$ cat src/rtl/jtsdram_pkg.sv
// Shared definitions for the SDRAM self-test core: sequencer state encoding and pattern seed.
package jtsdram_pkg;

    typedef enum logic [2:0] {
        IDLE    = 3'd0,
        WR_REQ  = 3'd1,
        WR_WAIT = 3'd2,
        RD_REQ  = 3'd3,
        RD_WAIT = 3'd4,
        CHECK   = 3'd5
    } state_t;

    localparam logic [15:0] SEED_DEFAULT = 16'h5A3C;

endpackage

$ cat src/rtl/jtsdram_pattern.sv
// Test pattern f(a) = a[15:0] ^ SEED ^ {8'd0, a[AW-1 -: 8]} for an address and its successor.
module jtsdram_pattern
    import jtsdram_pkg::*;
#(
    parameter int          AW   = 22,
    parameter logic [15:0] SEED = SEED_DEFAULT
) (
    input  logic [AW-1:0] a,
    output logic [15:0]   f_lo,
    output logic [15:0]   f_hi
);

    // The top byte is taken left-aligned, so for AW < 8 the missing low bits read as zero.
    function automatic logic [15:0] pat(input logic [AW-1:0] x);
        logic [31:0] ext;
        ext = 32'(x) << 8;
        return 16'(32'(x)) ^ SEED ^ {8'd0, 8'(ext >> AW)};
    endfunction

    logic [AW-1:0] a_next;

    assign a_next = a + AW'(1);
    assign f_lo   = pat(a);
    assign f_hi   = pat(a_next);

endmodule

$ cat src/rtl/jtsdram_bank_seq.sv
// Per-bank sequencer: writes (optionally) and reads back a pattern over the whole bank,
// flags mismatches and timeouts, and counts completed read passes.
module jtsdram_bank_seq
    import jtsdram_pkg::*;
#(
    parameter logic        WRITABLE = 1'b0,
    parameter int          AW       = 22,
    parameter logic [15:0] SEED     = SEED_DEFAULT,
    parameter logic [7:0]  TOUT     = 8'd255
) (
    input  logic          clk,
    input  logic          rst_n,
    input  logic          start,
    input  logic          en,
    output logic [AW-1:0] addr,
    output logic          rd,
    output logic          wr,
    output logic [15:0]   din,
    output logic [1:0]    din_m,
    input  logic          ack,
    input  logic          rdy,
    input  logic [31:0]   data_read,
    output logic          busy,
    output logic          bad,
    output logic [7:0]    pass_cnt
);

    localparam state_t        FIRST_ST  = WRITABLE ? WR_REQ : RD_REQ;
    localparam logic [AW-1:0] ADDR_MAX  = {AW{1'b1}};
    localparam logic [7:0]    TOUT_LAST = TOUT - 8'd1;

    state_t        state_reg;
    logic [7:0]    tcnt_reg;
    logic [31:0]   rd_data_reg;
    logic          tmo_reg;
    logic          start_pend_reg;

    logic [15:0]   f_lo;
    logic [15:0]   f_hi;
    logic [AW-1:0] addr_p1;
    logic [AW-1:0] addr_p2;
    logic          tout_hit;
    logic          pass_wrap;

    jtsdram_pattern #(
        .AW   (AW),
        .SEED (SEED)
    ) u_pattern (
        .a    (addr),
        .f_lo (f_lo),
        .f_hi (f_hi)
    );

    assign addr_p1   = addr + AW'(1);
    assign addr_p2   = addr + AW'(2);
    assign tout_hit  = (tcnt_reg == TOUT_LAST);
    assign pass_wrap = (addr_p2 < addr);
    assign din_m     = 2'b00;

    always_ff @(posedge clk or negedge rst_n) begin
        if (!rst_n) begin
            state_reg      <= IDLE;
            addr           <= '0;
            rd             <= 1'b0;
            wr             <= 1'b0;
            din            <= SEED;
            busy           <= 1'b0;
            bad            <= 1'b0;
            pass_cnt       <= 8'd0;
            tcnt_reg       <= 8'd0;
            rd_data_reg    <= 32'd0;
            tmo_reg        <= 1'b0;
            start_pend_reg <= 1'b0;
        end else begin
            // A start during an open handshake is parked until the next request slot.
            if (start && (state_reg == WR_WAIT || state_reg == RD_WAIT || state_reg == CHECK))
                start_pend_reg <= 1'b1;

            case (state_reg)
                IDLE: begin
                    if (start) begin
                        busy      <= 1'b1;
                        bad       <= 1'b0;
                        addr      <= '0;
                        state_reg <= FIRST_ST;
                    end
                end

                WR_REQ, RD_REQ: begin
                    if (start || start_pend_reg) begin
                        addr           <= '0;
                        bad            <= 1'b0;
                        start_pend_reg <= 1'b0;
                        state_reg      <= FIRST_ST;
                    end else if (en) begin
                        tcnt_reg <= 8'd0;
                        tmo_reg  <= 1'b0;
                        if (state_reg == WR_REQ) begin
                            wr        <= 1'b1;
                            din       <= f_lo;
                            state_reg <= WR_WAIT;
                        end else begin
                            rd        <= 1'b1;
                            state_reg <= RD_WAIT;
                        end
                    end
                end

                WR_WAIT: begin
                    if (ack)
                        wr <= 1'b0;
                    if (rdy || tout_hit) begin
                        wr   <= 1'b0;
                        addr <= addr_p1;
                        if (!rdy)
                            bad <= 1'b1;
                        state_reg <= (addr == ADDR_MAX) ? RD_REQ : WR_REQ;
                    end else begin
                        tcnt_reg <= tcnt_reg + 8'd1;
                    end
                end

                RD_WAIT: begin
                    if (ack)
                        rd <= 1'b0;
                    if (rdy || tout_hit) begin
                        rd          <= 1'b0;
                        rd_data_reg <= data_read;
                        tmo_reg     <= !rdy;
                        if (!rdy)
                            bad <= 1'b1;
                        state_reg <= CHECK;
                    end else begin
                        tcnt_reg <= tcnt_reg + 8'd1;
                    end
                end

                CHECK: begin
                    // A timed-out read carries no data worth comparing.
                    if (!tmo_reg && rd_data_reg != {f_hi, f_lo})
                        bad <= 1'b1;
                    addr <= addr_p2;
                    if (pass_wrap) begin
                        pass_cnt  <= pass_cnt + 8'd1;
                        state_reg <= FIRST_ST;
                    end else begin
                        state_reg <= RD_REQ;
                    end
                end

                default: state_reg <= IDLE;
            endcase
        end
    end

endmodule

$ cat config.mk
export PLATFORM = sky130hd
export DESIGN_NAME = jtsdram_bank_seq
export DESIGN_NICKNAME = d
export VERILOG_FILES = /design/src/rtl/jtsdram_pkg.sv /design/src/rtl/jtsdram_pattern.sv /design/src/rtl/jtsdram_bank_seq.sv
export SDC_FILE = /design/constraint.sdc
export NUM_CORES = 1
export LEC_CHECK = 0
export CORE_UTILIZATION = 51
export CTS_BUF_LIST = sky130_fd_sc_hd__clkbuf_2 sky130_fd_sc_hd__clkbuf_4 sky130_fd_sc_hd__clkbuf_8
export CTS_CLUSTER_SIZE = 24
export DETAILED_ROUTE_END_ITERATION = 16
export PLACE_DENSITY = 0.79
export SLEW_MARGIN = 25
export SYNTH_ARGS = -nofsm -noshare
export SYNTH_HDL_FRONTEND = slang
export SYNTH_SLANG_ARGS = --single-unit
$ cat constraint.sdc
create_clock -name clk -period 3.46 [get_ports clk]
set_clock_uncertainty 0.15 [all_clocks]
set_input_delay 0.692 -clock clk [delete_from_list [all_inputs] [get_ports clk]]
set_output_delay 0.692 -clock clk [all_outputs]
set_load 0.05 [all_outputs]
==> Word level (Yosys, flattened, before mapping) <==
Cells that the tools add are included.
{ "word_totals": {"ram_bits": 0, "regBits": 95, "latchBits": 0, "n_memories": 0, "romBits": 0, "input_bits": 38} }
{ "op_classes": {"bitwise_logic": 5, "n_div": 0, "n_mux": 39, "add_sub_neg": 4, "n_shift": 0, "magnitude_cmp": 1, "n_reduce_logical": 27, "n_mul": 0, "n_eq_ne": 23} }
{ "ops": {"columns": ["op", "count"], "rows": [
  ["case mux 22 bit (4 select lines)", 1],
  ["two-way mux 22 bit", 3],
  ["inequality test 32 bit", 1],
  ["bitwise XOR 16 x 8 -> 16 bit", 2],
  ["two-way mux 8 bit", 3],
  ["adder 22 x 1 -> 22 bit, second input constant", 1],
  ["adder 22 x 2 -> 22 bit, second input constant", 1],
  ["equality test 22 bit, second input constant", 1],
  ["< comparator 22 bit", 1],
  ["AND reduction 4 bit", 5],
  ["two-way mux 1 bit", 19],
  ["two-way mux 3 bit", 6],
  ["adder 8 x 1 -> 8 bit, second input constant", 2],
  ["inequality test 2 bit, second input constant", 8],
  ["NOT 8 bit", 2],
  ["case mux 8 bit (2 select lines)", 1],
  ["case mux 3 bit (5 select lines)", 1],
  ["AND reduction 5 bit", 2],
  ["equality test 8 bit, second input constant", 1],
  ["inequality test 2 x 1 -> 1 bit, second input constant", 4],
  ["nonzero test 4 bit", 2],
  ["equality test 3 x 2 -> 1 bit, second input constant", 2],
  ["equality test 3 bit, second input constant", 2],
  ["inequality test 3 x 2 -> 1 bit, second input constant", 2],
  ["other kinds (14)", 26]
]} }

==> Depth between registers and ports, before layout <==
Gate-level depths: netlist of run 1.
{ "logic_depth": {"ltp_word": 7, "depth_mapped": 15} }

==> Modules after synthesis <==
A second synthesis of run 1 with hierarchy kept.
{ "unflattened": {"hier_cells": 601, "hier_area_um2": 5924.4} }
{ "modules_own_cells": {"columns": ["module", "n_inst", "area_per_inst_um2", "cells_each"], "rows": [
  ["jtsdram_bank_seq", 1, 5353.9, 529],
  ["jtsdram_pattern", 1, 570.5, 72]
]} }

==> Worst setup path after synthesis of run 1 <==
Ideal clock, no wire load.
{ "synth_timing": {"path_type": "register -> register", "start": "register addr[2]", "end": "register pass_cnt[1]", "path_stages_with_launch": 15, "required_time_ns": 3.185, "setup_slack_ns": -0.199, "setup_ns": 0.125, "path_buffers": 1, "t_arrival_ns": 3.384, "path_cell_list": "dfrtp_1 clkbuf_1 and3_1 nand3_1 or2_2 inv_1 nand4_1 nor2_1 ha_1 xor2_1 nand4_1 a221oi_1 o311ai_0 nand4_4 mux2_2"} }
{ "synth_via": {"elab_chain_cells": 3} }
{ "synth_rtl": {"columns": ["item", "line", "text"], "rows": [
  ["start: declaration", "jtsdram_bank_seq.sv:15", "output logic [AW-1:0] addr,"],
  ["start signal: assignment", "jtsdram_bank_seq.sv:114", "addr <= addr_p1;"],
  ["start signal: assignment", "jtsdram_bank_seq.sv:142", "addr <= addr_p2;"],
  ["adder 22 x 2 -> 22 bit", "jtsdram_bank_seq.sv:55", "assign addr_p2 = addr + AW'(2);"],
  ["< comparator 22 bit (*)", "jtsdram_bank_seq.sv:57", "assign pass_wrap = (addr_p2 < addr);"],
  ["AND reduction 2 bit (no source line) (*)", null, null],
  ["end signal: assignment", "jtsdram_bank_seq.sv:144", "pass_cnt <= pass_cnt + 8'd1;"],
  ["end: declaration", "jtsdram_bank_seq.sv:25", "output logic [7:0] pass_cnt"]
]} }
Mark *: on every way between the ends. The rest lies on a longest branch, timed or not.
A chain may end at the register's enable or synchronous reset.

==> Final worst setup path of run 1 <==
{ "layout_timing": {"start": "register addr[3]", "end": "register pass_cnt[3]"} }
Same word-level chain as after synthesis.

==> impl_metrics.ini, run 1 <==
[timing]
grt_setup_unrepaired = no
drv_slew = 0
period_minus_slack_ns = 3.29
fin_tns_setup_ns = 0
worst-slew-pin-transition_ns = 0.803
worst_case_setup_margin_in_the_final_layout_ns = 0.169
worst_hold_slack_ns = 0.239
finalSetupViolations = 0
peak_freq_ghz = 0.304
finalCritPeriodShare_pct = 95.1
timing.slew.headroom_pct = 46.0
hold_viol = 0

[logic_synthesis]
ys_seq_elements = 95
unique_cell_type_count_in_the_yosys_netlist = 66
yosysWarnings = 0
ys_async_sr_fraction_pct = 100
mappedNetlistArea_um2 = 5920
ys_seq_area_share_pct = 40.3
dominantRegCellSynth = dfrtp_1
post-synth-top-area-cell = dfrtp_1
synth_top_cells_by_area = dfrtp_1 (37%), mux2_2 (7.6%), xnor2_1 (7.0%)
count_of_flip_flops_with_a_built_in_enable_after_synthesis = 0
synth_cells = 622
synth.avg_cell_area_um2 = 9.52
yosys.area.top_type_share_pct = 36.8

[clocking]
clock_insertion_delay_worst_skew_ns = 0.38
cts-hold-fix-buffers = 0
numClockSinks = 95
cts-htree-levels = 3
cts_made_buffers = 9
buffer_levels_on_the_longest_clock_path = 2
clock_tree.root_cell = clkbuf_8
clkSlewWorstSetupHoldPaths_ns = 0.10
tritoncts_clock_tree = yes

[finish]
layout-area-overhead-vs-synth_pct = 22.9
number_of_diodes = 0
final_layout_size_suffix_gt1_share_pct = 18.4
layout.cells.most_common_list = clkdlybuf4s50_1 (86), dfrtp_1 (81), nand2_1 (52)
layout.cells.most_common = clkdlybuf4s50_1
num-fill-cells = 910
design.final.nets = 767
largest_register_ffs = 32
layout.area.seq_um2 = 2390
finalInstanceArea_um2 = 7280
multi_input_area_um2 = 3240

[setup_path]
worst-endpoint-required_ns = 3.60
regToRegStartpoint = addr[3]$_DFFE_PN0P_
arrival_ns = 3.43
critical_path_depth = 14
type_of_the_worst_setup_path = reg -> reg
worst-r2r-cell-count = 14
cp_slowest_cell = dfrtp_2
critical_path.max_stage_delay_ns = 0.36
startpoint_type = flip-flop
cp_max_fo = 8
critical_path.n_buffers_inverters = 2
critPathLaunch = addr[3]$_DFFE_PN0P_
crit_family = simple AND/OR/NAND/NOR gates
worst_setup_path_end_kind = flip-flop
timing.rr.end = pass_cnt[3]$_DFFE_PN0P_
regToRegSetupSlack_ns = 0.17
endpoint = pass_cnt[3]$_DFFE_PN0P_
cp_cell_sequence = and3_1, nand3_1, or2_2, inv_1, nand4_1, inv_1, ha_1, or2_2, a21oi_1, a311oi_2, a31oi_4, nand4_4, nor2_2, xor2_1

[drt]
drtAntennaViolNets = 0
num_vias = 5145
route.final.wire_length_mm = 16.6
post-route-drc-count = 0
routedWlPerCell_um = 19.3
drt_pre_antenna_iters = 5
avgViaCountPerCell = 5.99
drt_iter0_markers = 432

[die]
die_w_um = 110
die-area_um2 = 12000
placeableCoreArea_um2 = 11100
io_pins = 90
die_h_um = 110
num_rows = 38
floorplan.initialDensity_pct = 53.4

[global_route]
grt_pass1_vias = 5008
first_pass_grt_wire_length_mm = 26.2
grt_overflow = 0
initial_antenna_violation_count = 0
largest_net_degree_at_the_start_of_global_routing = 60
grt_usage_pct = 29.1

[placement]
io_buffer_count = 87
placement.setup.worst_slack_ns = 0.132
placedInstanceArea_um2 = 7040
place_congestion = 0.979
dp.final_hpwl_mm = 12.3

[outcome]
run_status = complete, no violations

[power_and_ir_drop]
p_per_area_nw_per_um2 = 593
vdd_ir_drop_max_uv = 469
leakage_nw = 3.04

[run]
cap_viol_max_count = 0

[hold_path]
worst_hold_path_class = in -> async
-- metal layers --
layer	vias to the layer above	GRT usage, %	routed length [µm]
met5	-	0	0
met4	0	13.7	549
met3	45	4.39	1160
met2	261	46.8	7810
met1	2450	38.6	7070
li1	2389	-	-
-- worst register-to-register path, stage by stage, from the launching register on --
cell      delay [ns]
dfrtp_2         0.36
and3_1          0.19
nand3_1         0.14
or2_2           0.35
inv_1           0.09
nand4_1         0.15
inv_1           0.10
ha_1            0.29
or2_2           0.29
a21oi_1         0.18
a311oi_2        0.08
a31oi_4         0.23
nand4_4         0.20
nor2_2          0.20
xor2_1          0.20
-- repair_timing --
item	CTS	global route
resized for setup	0	5
endpoints found under the hold margin	0	0
buffers inserted	0	1
setup endpoints to repair	0	3
-- synth_stat cells (2+ instances only) --
master	instances
or2_2	4
and3_1	6
mux2_2	40
buf_4	15
o21a_1	2
o2111ai_1	2
inv_1	22
ha_1	15
nor2_1	42
nand4_4	2
o21bai_1	2
a21oi_1	23
or3_1	5
xnor2_1	47
and2_1	3
nand4_1	12
nand2b_1	7
o311ai_0	2
o22ai_1	11
a21boi_0	2
a31oi_1	10
nand3_1	17
a31o_2	2
o31ai_1	7
a22oi_1	3
nand2_1	52
dfrtp_1	87
clkbuf_1	26
or4_4	2
or4_1	4
dfstp_2	8
xor2_1	28
a221oi_1	4
nand3b_1	2
nor3_1	13
o21ai_0	46
a22o_1	4
mux2i_1	5
nor4_1	6
buf_2	6
-- metrics by stage --
stage / cells / power [mW] / util, %
floorplan: 623 / 2.94 / -
global placement: 842 / 3.49 / 63.5
detailed placement: 842 / 3.56 / 63.5
CTS: 858 / 4.32 / 65.3
global route: 859 / 4.56 / 65.7
finish: 859 / 4.32 / 65.7
-- worst min-delay path by stage --
stage                            startpoint                         end
floorplan                             rst_n         addr[0]$_DFFE_PN0P_
finish                                rst_n          din[0]$_DFFE_PN0P_
detailed placement  pass_cnt[7]$_DFFE_PN0P_     pass_cnt[7]$_DFFE_PN0P_
CTS                                   rst_n  rd_data_reg[2]$_DFFE_PN0P_
global route                          rst_n          din[0]$_DFFE_PN0P_
global placement    pass_cnt[7]$_DFFE_PN0P_     pass_cnt[7]$_DFFE_PN0P_
-- kinds of logic (layout without fill, tap and decap cells) --
| kind of cell | Yosys count | count (layout) | share of synthesized area, % |
|---|---|---|---|
| AOI/OAI and AO/OA | 136 | 136 | 14.8 |
| xor gates and xnor gates | 75 | 75 | 11.1 |
| adders and majority gates | 15 | 15 | 3.17 |
| buffers and inverters | 69 | 165 | 5.45 |
| DFF | 95 | 95 | 40.3 |
| muxes | 45 | 45 | 8.45 |
| other | 1 | 2 | 0.0634 |
| and+or+nand+nor | 186 | 186 | 16.7 |
-- where the power goes --
part / leakage, nW / switching (mW) / internal [mW] / total, mW
logic: 1.69 / 1.10 / 0.799 / 1.90
registers: 1.25 / 0.243 / 1.41 / 1.66
clock network: 0.100 / 0.413 / 0.346 / 0.759
-- area by class of cell --
type | count | share of cell area (%)
clock inverter | 6 | 0.946
sequential | 95 | 32.9
tap | 140 | 2.41
multi-input combinational | 459 | 44.6
inverter | 22 | 1.13
timing repair buffer | 127 | 16.2
clock buffer | 10 | 1.81
Power figures use the tool's default switching activity.
==> inputs of run 2 (changes only) <==
--- a/config.mk
+++ b/config.mk
@@ -9,7 +9,7 @@
 export CTS_BUF_LIST = sky130_fd_sc_hd__clkbuf_2 sky130_fd_sc_hd__clkbuf_4 sky130_fd_sc_hd__clkbuf_8
 export CTS_CLUSTER_SIZE = 24
 export DETAILED_ROUTE_END_ITERATION = 16
-export PLACE_DENSITY = 0.79
+export PLACE_DENSITY = 0.76
 export SLEW_MARGIN = 25
 export SYNTH_ARGS = -nofsm -noshare
 export SYNTH_HDL_FRONTEND = slang
==> impl_metrics.ini, run 2 (synthesis gave the netlist of run 1 again) <==
[timing]
worst_hold_slack_ns = 0.176
timing.slew.headroom_pct = 47.7
drv_slew = 0
period_minus_slack_ns = 3.21
finalSetupViolations = 0
hold_viol = 0
grt_setup_unrepaired = no
fin_tns_setup_ns = 0
worst-slew-pin-transition_ns = 0.777
finalCritPeriodShare_pct = 92.7
peak_freq_ghz = 0.312

[setup_path]
regToRegStartpoint = addr[2]$_DFFE_PN0P_
endpoint = pass_cnt[1]$_DFFE_PN0P_
arrival_ns = 3.33
worst_setup_path_end_kind = flip-flop
cp_max_fo = 8
cp_slowest_cell = a311oi_1
startpoint_type = flip-flop
timing.rr.end = pass_cnt[1]$_DFFE_PN0P_
critPathLaunch = addr[2]$_DFFE_PN0P_
type_of_the_worst_setup_path = reg -> reg
worst-r2r-cell-count = 13
worst-endpoint-required_ns = 3.58
regToRegSetupSlack_ns = 0.25
cp_cell_sequence = and3_4, nand3_1, or2_4, inv_1, nand4_1, nor2_1, ha_1, xor2_2, nand2_1, a311oi_1, a31oi_4, nand4_4, mux2_2
critical_path.max_stage_delay_ns = 0.40

[clocking]
numClockSinks = 95
clock_insertion_delay_worst_skew_ns = 0.39
cts-htree-levels = 3
cts_made_buffers = 9
cts-hold-fix-buffers = 0
clkSlewWorstSetupHoldPaths_ns = 0.10
tritoncts_clock_tree = yes
buffer_levels_on_the_longest_clock_path = 2
clock_tree.root_cell = clkbuf_8

[global_route]
initial_antenna_violation_count = 0
largest_net_degree_at_the_start_of_global_routing = 52
grt_pass1_vias = 5008
grt_overflow = 0
grt_usage_pct = 28.4
first_pass_grt_wire_length_mm = 25.2

[drt]
drt_pre_antenna_iters = 7
drt_iter0_markers = 367
routedWlPerCell_um = 18.7
post-route-drc-count = 0
num_vias = 5134
avgViaCountPerCell = 5.98
route.final.wire_length_mm = 16.1
drtAntennaViolNets = 0

[placement]
place_congestion = 0.994
dp_cells = 840
placedInstanceArea_um2 = 7010
dp.final_hpwl_mm = 12.1
io_buffer_count = 87

[finish]
final_layout_size_suffix_gt1_share_pct = 18.1
utilization_pct = 65.4
number_of_diodes = 0
largest_register_ffs = 32
finalInstanceArea_um2 = 7240
layout.cells.non_filler = 858
layout.cells.most_common_list = clkdlybuf4s50_1 (86), dfrtp_1 (81), nand2_1 (52)
layout-area-overhead-vs-synth_pct = 22.3
design.final.nets = 766
num-fill-cells = 942
layout.cells.most_common = clkdlybuf4s50_1

[die]
die-area_um2 = 12000
placeableCoreArea_um2 = 11100
num_rows = 38
floorplan.initialDensity_pct = 53.4
die_w_um = 110
die_h_um = 110
io_pins = 90

[power_and_ir_drop]
vdd_ir_drop_max_uv = 454
p_per_area_nw_per_um2 = 586
leakage_nw = 3.03

[outcome]
run_status = complete, no violations

[run]
cap_viol_max_count = 0

[hold_path]
worst_hold_path_class = in -> async
run 2: layout make-up:
type	count	area (µm²)	area share [%]
Sequential cell	95	2390	33.1
Clock inverter	5	40.0	0.553
Timing Repair Buffer	126	1160	16.0
Multi-Input combinational cell	459	3240	44.8
Inverter	22	82.6	1.14
Clock buffer	11	145	2.00
Tap cell	140	175	2.42
run 2: critical path: cells and delay by family, from the launching register on:
| family | cells | cell delay [ns] |
|---|---|---|
| and+or+nand+nor | 7 | 1.13 |
| AOI/OAI and AO/OA | 2 | 0.54 |
| DFF | 1 | 0.37 |
| muxes | 1 | 0.35 |
| adders and majority gates | 1 | 0.28 |
| xor gates and xnor gates | 1 | 0.19 |
| buffers and inverters | 1 | 0.08 |
run 2: stage by stage:
stage,worst slack [ns],power [mW]
after floorplan,0.0259,2.94
after global placement,0.199,3.46
after detailed placement,0.101,3.53
after CTS,0.0604,4.25
after global routing,0.0550,4.50
final,0.251,4.24
run 2: worst min path at each step:
stage,cells after the start,start,end
floorplan,0,rst_n,addr[0]$_DFFE_PN0P_
global placement,1,busy$_DFFE_PN0P_,busy$_DFFE_PN0P_
detailed placement,1,pass_cnt[7]$_DFFE_PN0P_,pass_cnt[7]$_DFFE_PN0P_
CTS,1,rst_n,rd_data_reg[9]$_DFFE_PN0P_
global route,1,rst_n,rd_data_reg[11]$_DFFE_PN0P_
finish,1,rst_n,rd_data_reg[2]$_DFFE_PN0P_
run 2: power by group:
group | total [mW] | switching, mW | internal (mW) | leakage, nW
logic | 1.87 | 1.10 | 0.778 | 1.68
registers | 1.66 | 0.248 | 1.41 | 1.25
clock network | 0.707 | 0.410 | 0.297 | 0.0981
total | 4.24 | 1.76 | 2.49 | 3.03
run 2: timing repair:
action	CTS	global route
setup buffers	0	2
endpoints found under the setup margin	0	7
resized for setup	0	5
run 2: per-layer routing:
metal / part of all wire [%] / track usage (%) / wire length, µm
met4: 4.3 / 16.3 / 687
met1: 43 / 36.4 / 6920
met3: 6.8 / 4.80 / 1100
met5: 0 / 0 / 0
met2: 46 / 45.3 / 7350
==> inputs of run 3 (changes only) <==
--- a/config.mk
+++ b/config.mk
@@ -13,4 +13,5 @@
 export SLEW_MARGIN = 25
 export SYNTH_ARGS = -nofsm -noshare
 export SYNTH_HDL_FRONTEND = slang
+export SYNTH_HIERARCHICAL = 1
 export SYNTH_SLANG_ARGS = --single-unit
==> constraint.sdc (replaced) <==
create_clock -name clk -period 3.46 [get_ports clk]
set_clock_uncertainty 0.15 [all_clocks]
set_input_delay 0.692 -clock clk [delete_from_list [all_inputs] [get_ports clk]]
set_output_delay 0.692 -clock clk [all_outputs]
set_load 0.02 [all_outputs]
==> impl_metrics.ini, run 3 <==
[outcome]
run_status = complete, no violations

[logic_synthesis]
dominantRegCellSynth = dfrtp_1
mappedNetlistArea_um2 = 5920
ys_seq_elements = 95
yosys.area.top_type_share_pct = 36.7
unique_cell_type_count_in_the_yosys_netlist = 61
synth.avg_cell_area_um2 = 9.86
synth.most_common_cell = dfrtp_1
count_of_flip_flops_with_a_built_in_enable_after_synthesis = 0
ys_seq_area_share_pct = 40.3
synth.top_cells.by_count = dfrtp_1 (87), xnor2_1 (54), mux2_2 (52)
yosysWarnings = 6
ys_async_sr_fraction_pct = 100
post-synth-top-area-cell = dfrtp_1
synth_cells = 601
synth_top_cells_by_area = dfrtp_1 (37%), mux2_2 (9.9%), xnor2_1 (8.0%)

[power_and_ir_drop]
seq_power_share_pct = 41.6
comb_power_share_pct = 41.2
p_per_area_nw_per_um2 = 561
clockPowerShare_pct = 17.3
leakage_nw = 3.01
p_int_mw = 2.58
p_switching_mw = 1.52
netSwitchingFraction_pct = 37.1
vdd_ir_drop_max_uv = 350
design_power_total_mw = 4.11

[finish]
largest_register_ffs = 32
utilization_pct = 66.1
number_of_diodes = 0
design.final.nets = 758
num-fill-cells = 893
layout.cells.most_common_list = clkdlybuf4s50_1 (86), dfrtp_1 (82), xnor2_1 (54)
layout-area-overhead-vs-synth_pct = 23.5
layout.cells.most_common = clkdlybuf4s50_1
layout.cells.non_filler = 849
final_layout_size_suffix_gt1_share_pct = 19.6

[timing]
period_minus_slack_ns = 3.23
worst_case_setup_margin_in_the_final_layout_ns = 0.227
drv_slew = 0
hold_viol = 0
fin_tns_setup_ns = 0
timing.slew.headroom_pct = 58.7
finalCritPeriodShare_pct = 93.4
finalSetupViolations = 0
grt_setup_unrepaired = no
worst-slew-pin-transition_ns = 0.618
peak_freq_ghz = 0.309

[setup_path]
cp_cell_sequence = and3_1, nand3_1, nor2_2, nand3_1, nor3_1, ha_1, xor2_1, nor2b_1, and4_1, nor4_2, o221ai_2, nor2_2, mux2_2
critPathLaunch = addr[1]$_DFFE_PN0P_
worst-r2r-cell-count = 13
critical_path.n_buffers_inverters = 0
cp_slowest_cell = dfrtp_2
cp_max_fo = 7
worst-endpoint-required_ns = 3.59
type_of_the_worst_setup_path = reg -> reg
critical_path.max_stage_delay_ns = 0.36
regToRegStartpoint = addr[1]$_DFFE_PN0P_
critical_path_depth = 13
arrival_ns = 3.36
worst_setup_path_end_kind = flip-flop
crit_family = simple AND/OR/NAND/NOR gates
startpoint_type = flip-flop

[clocking]
clock_tree.root_cell = clkbuf_8
numClockSinks = 95
clkSlewWorstSetupHoldPaths_ns = 0.09
tritoncts_clock_tree = yes
cts_made_buffers = 9
cts-htree-levels = 3
clock_insertion_delay_worst_skew_ns = 0.39
buffer_levels_on_the_longest_clock_path = 2

[drt]
drt_pre_antenna_iters = 5
drtAntennaViolNets = 0
routedWlPerCell_um = 18.8
avgViaCountPerCell = 5.92
route.final.wire_length_mm = 16.0
drt_iter0_markers = 304
num_vias = 5030
post-route-drc-count = 0

[global_route]
largest_net_degree_at_the_start_of_global_routing = 54
grt_overflow = 0
first_pass_grt_wire_length_mm = 25.6
initial_antenna_violation_count = 0
grt_usage_pct = 28.3
grt_pass1_vias = 5058

[hold_path]
worst_hold_path_class = in -> async

[run]
cap_viol_max_count = 0

[placement]
dp_cells = 833
place_congestion = 0.922
dp.final_hpwl_mm = 11.6
io_buffer_count = 87
placement.setup.worst_slack_ns = 0.109

[die]
die-area_um2 = 12100
floorplan.initialDensity_pct = 53.5
io_pins = 90
placeableCoreArea_um2 = 11100
num_rows = 38
die_w_um = 110
die_h_um = 110
## run 3: cell count changes after synthesis, moves of 6 or more
| cell | before | now |
|---|---|---|
| a21oi_1 | 23 | 29 |
| buf_4 | 15 | 6 |
| clkbuf_1 | 26 | 15 |
| mux2_2 | 40 | 52 |
| nand2_1 | 52 | 42 |
| nand4_1 | 12 | 19 |
| nor2b_1 | 1 | 8 |
| o21ai_0 | 46 | 32 |
| o22ai_1 | 11 | 5 |
| xnor2_1 | 47 | 54 |
## run 3: path summary, 6_finish.rpt
check / slack, ns / end
min reg2reg: 0.33 / busy$_DFFE_PN0P_
max: 0.23 / pass_cnt[1]$_DFFE_PN0P_
max in group asynchronous: 2.29 / din[12]$_DFFE_PN1P_
max reg2reg: 0.23 / pass_cnt[1]$_DFFE_PN0P_
min in group clk: 0.33 / busy$_DFFE_PN0P_
min: 0.14 / rd_data_reg[3]$_DFFE_PN0P_
## run 3: what timing repair did
action | 4_1_cts | 5_1_grt
setup buffers | 0 | 0
endpoints found under the hold margin | 0 | 0
gates resized for setup | 0 | 4
endpoints found under the setup margin | 0 | 5
hold buffers | 0 | 0
## run 3: cell families after synthesis
logic type                 count (synthesis)  share of synthesized area (%)
and+or+nand+nor                          194                           18.5
AOI/OAI and AO/OA                        110                           12.0
DFF                                       95                           40.3
xor gates and xnor gates                  80                           12.0
muxes                                     53                           10.1
buffers and inverters                     52                           3.80
adders and majority gates                 16                           3.38
other                                      1                         0.0633
## run 3: layer usage
| metal | vias to the layer above | share of wire [%] | global-route usage, % | wire [µm] |
|---|---|---|---|---|
| met5 | - | 0 | 0 | 0 |
| met4 | 0 | 2.6 | 13.5 | 421 |
| met3 | 30 | 5.7 | 3.73 | 915 |
| met2 | 185 | 47 | 45.8 | 7570 |
| met1 | 2476 | 44 | 37.4 | 7090 |
| li1 | 2339 | - | - | - |
## run 3: per-stage QoR
step	hold slack (ns)	instance area [µm²]
finish	0.141	7320
global placement	0.312	7120
global route	0.180	7320
CTS	0.158	7300
detailed placement	0.322	7120
floorplan	0.246	5930
## run 3: layout make-up
type / count / area (µm²) / area share (%)
well taps: 140 / 175 / 2.39
inverters: 22 / 82.6 / 1.13
flip-flops and latches: 95 / 2390 / 32.7
clock buffers: 13 / 160 / 2.19
clock inverters: 3 / 18.8 / 0.256
repair buffers: 121 / 1150 / 15.7
multi-input cells: 455 / 3340 / 45.6
## run 3: power by group through the flow
stage	Clock (mW)	Combinational, mW	Sequential (mW)
after global routing	0.763	1.85	1.76
after detailed placement	0	1.69	1.73
final	0.708	1.69	1.71
after floorplan	0	1.00	1.79
after CTS	0.722	1.70	1.71
after global placement	0	1.64	1.71
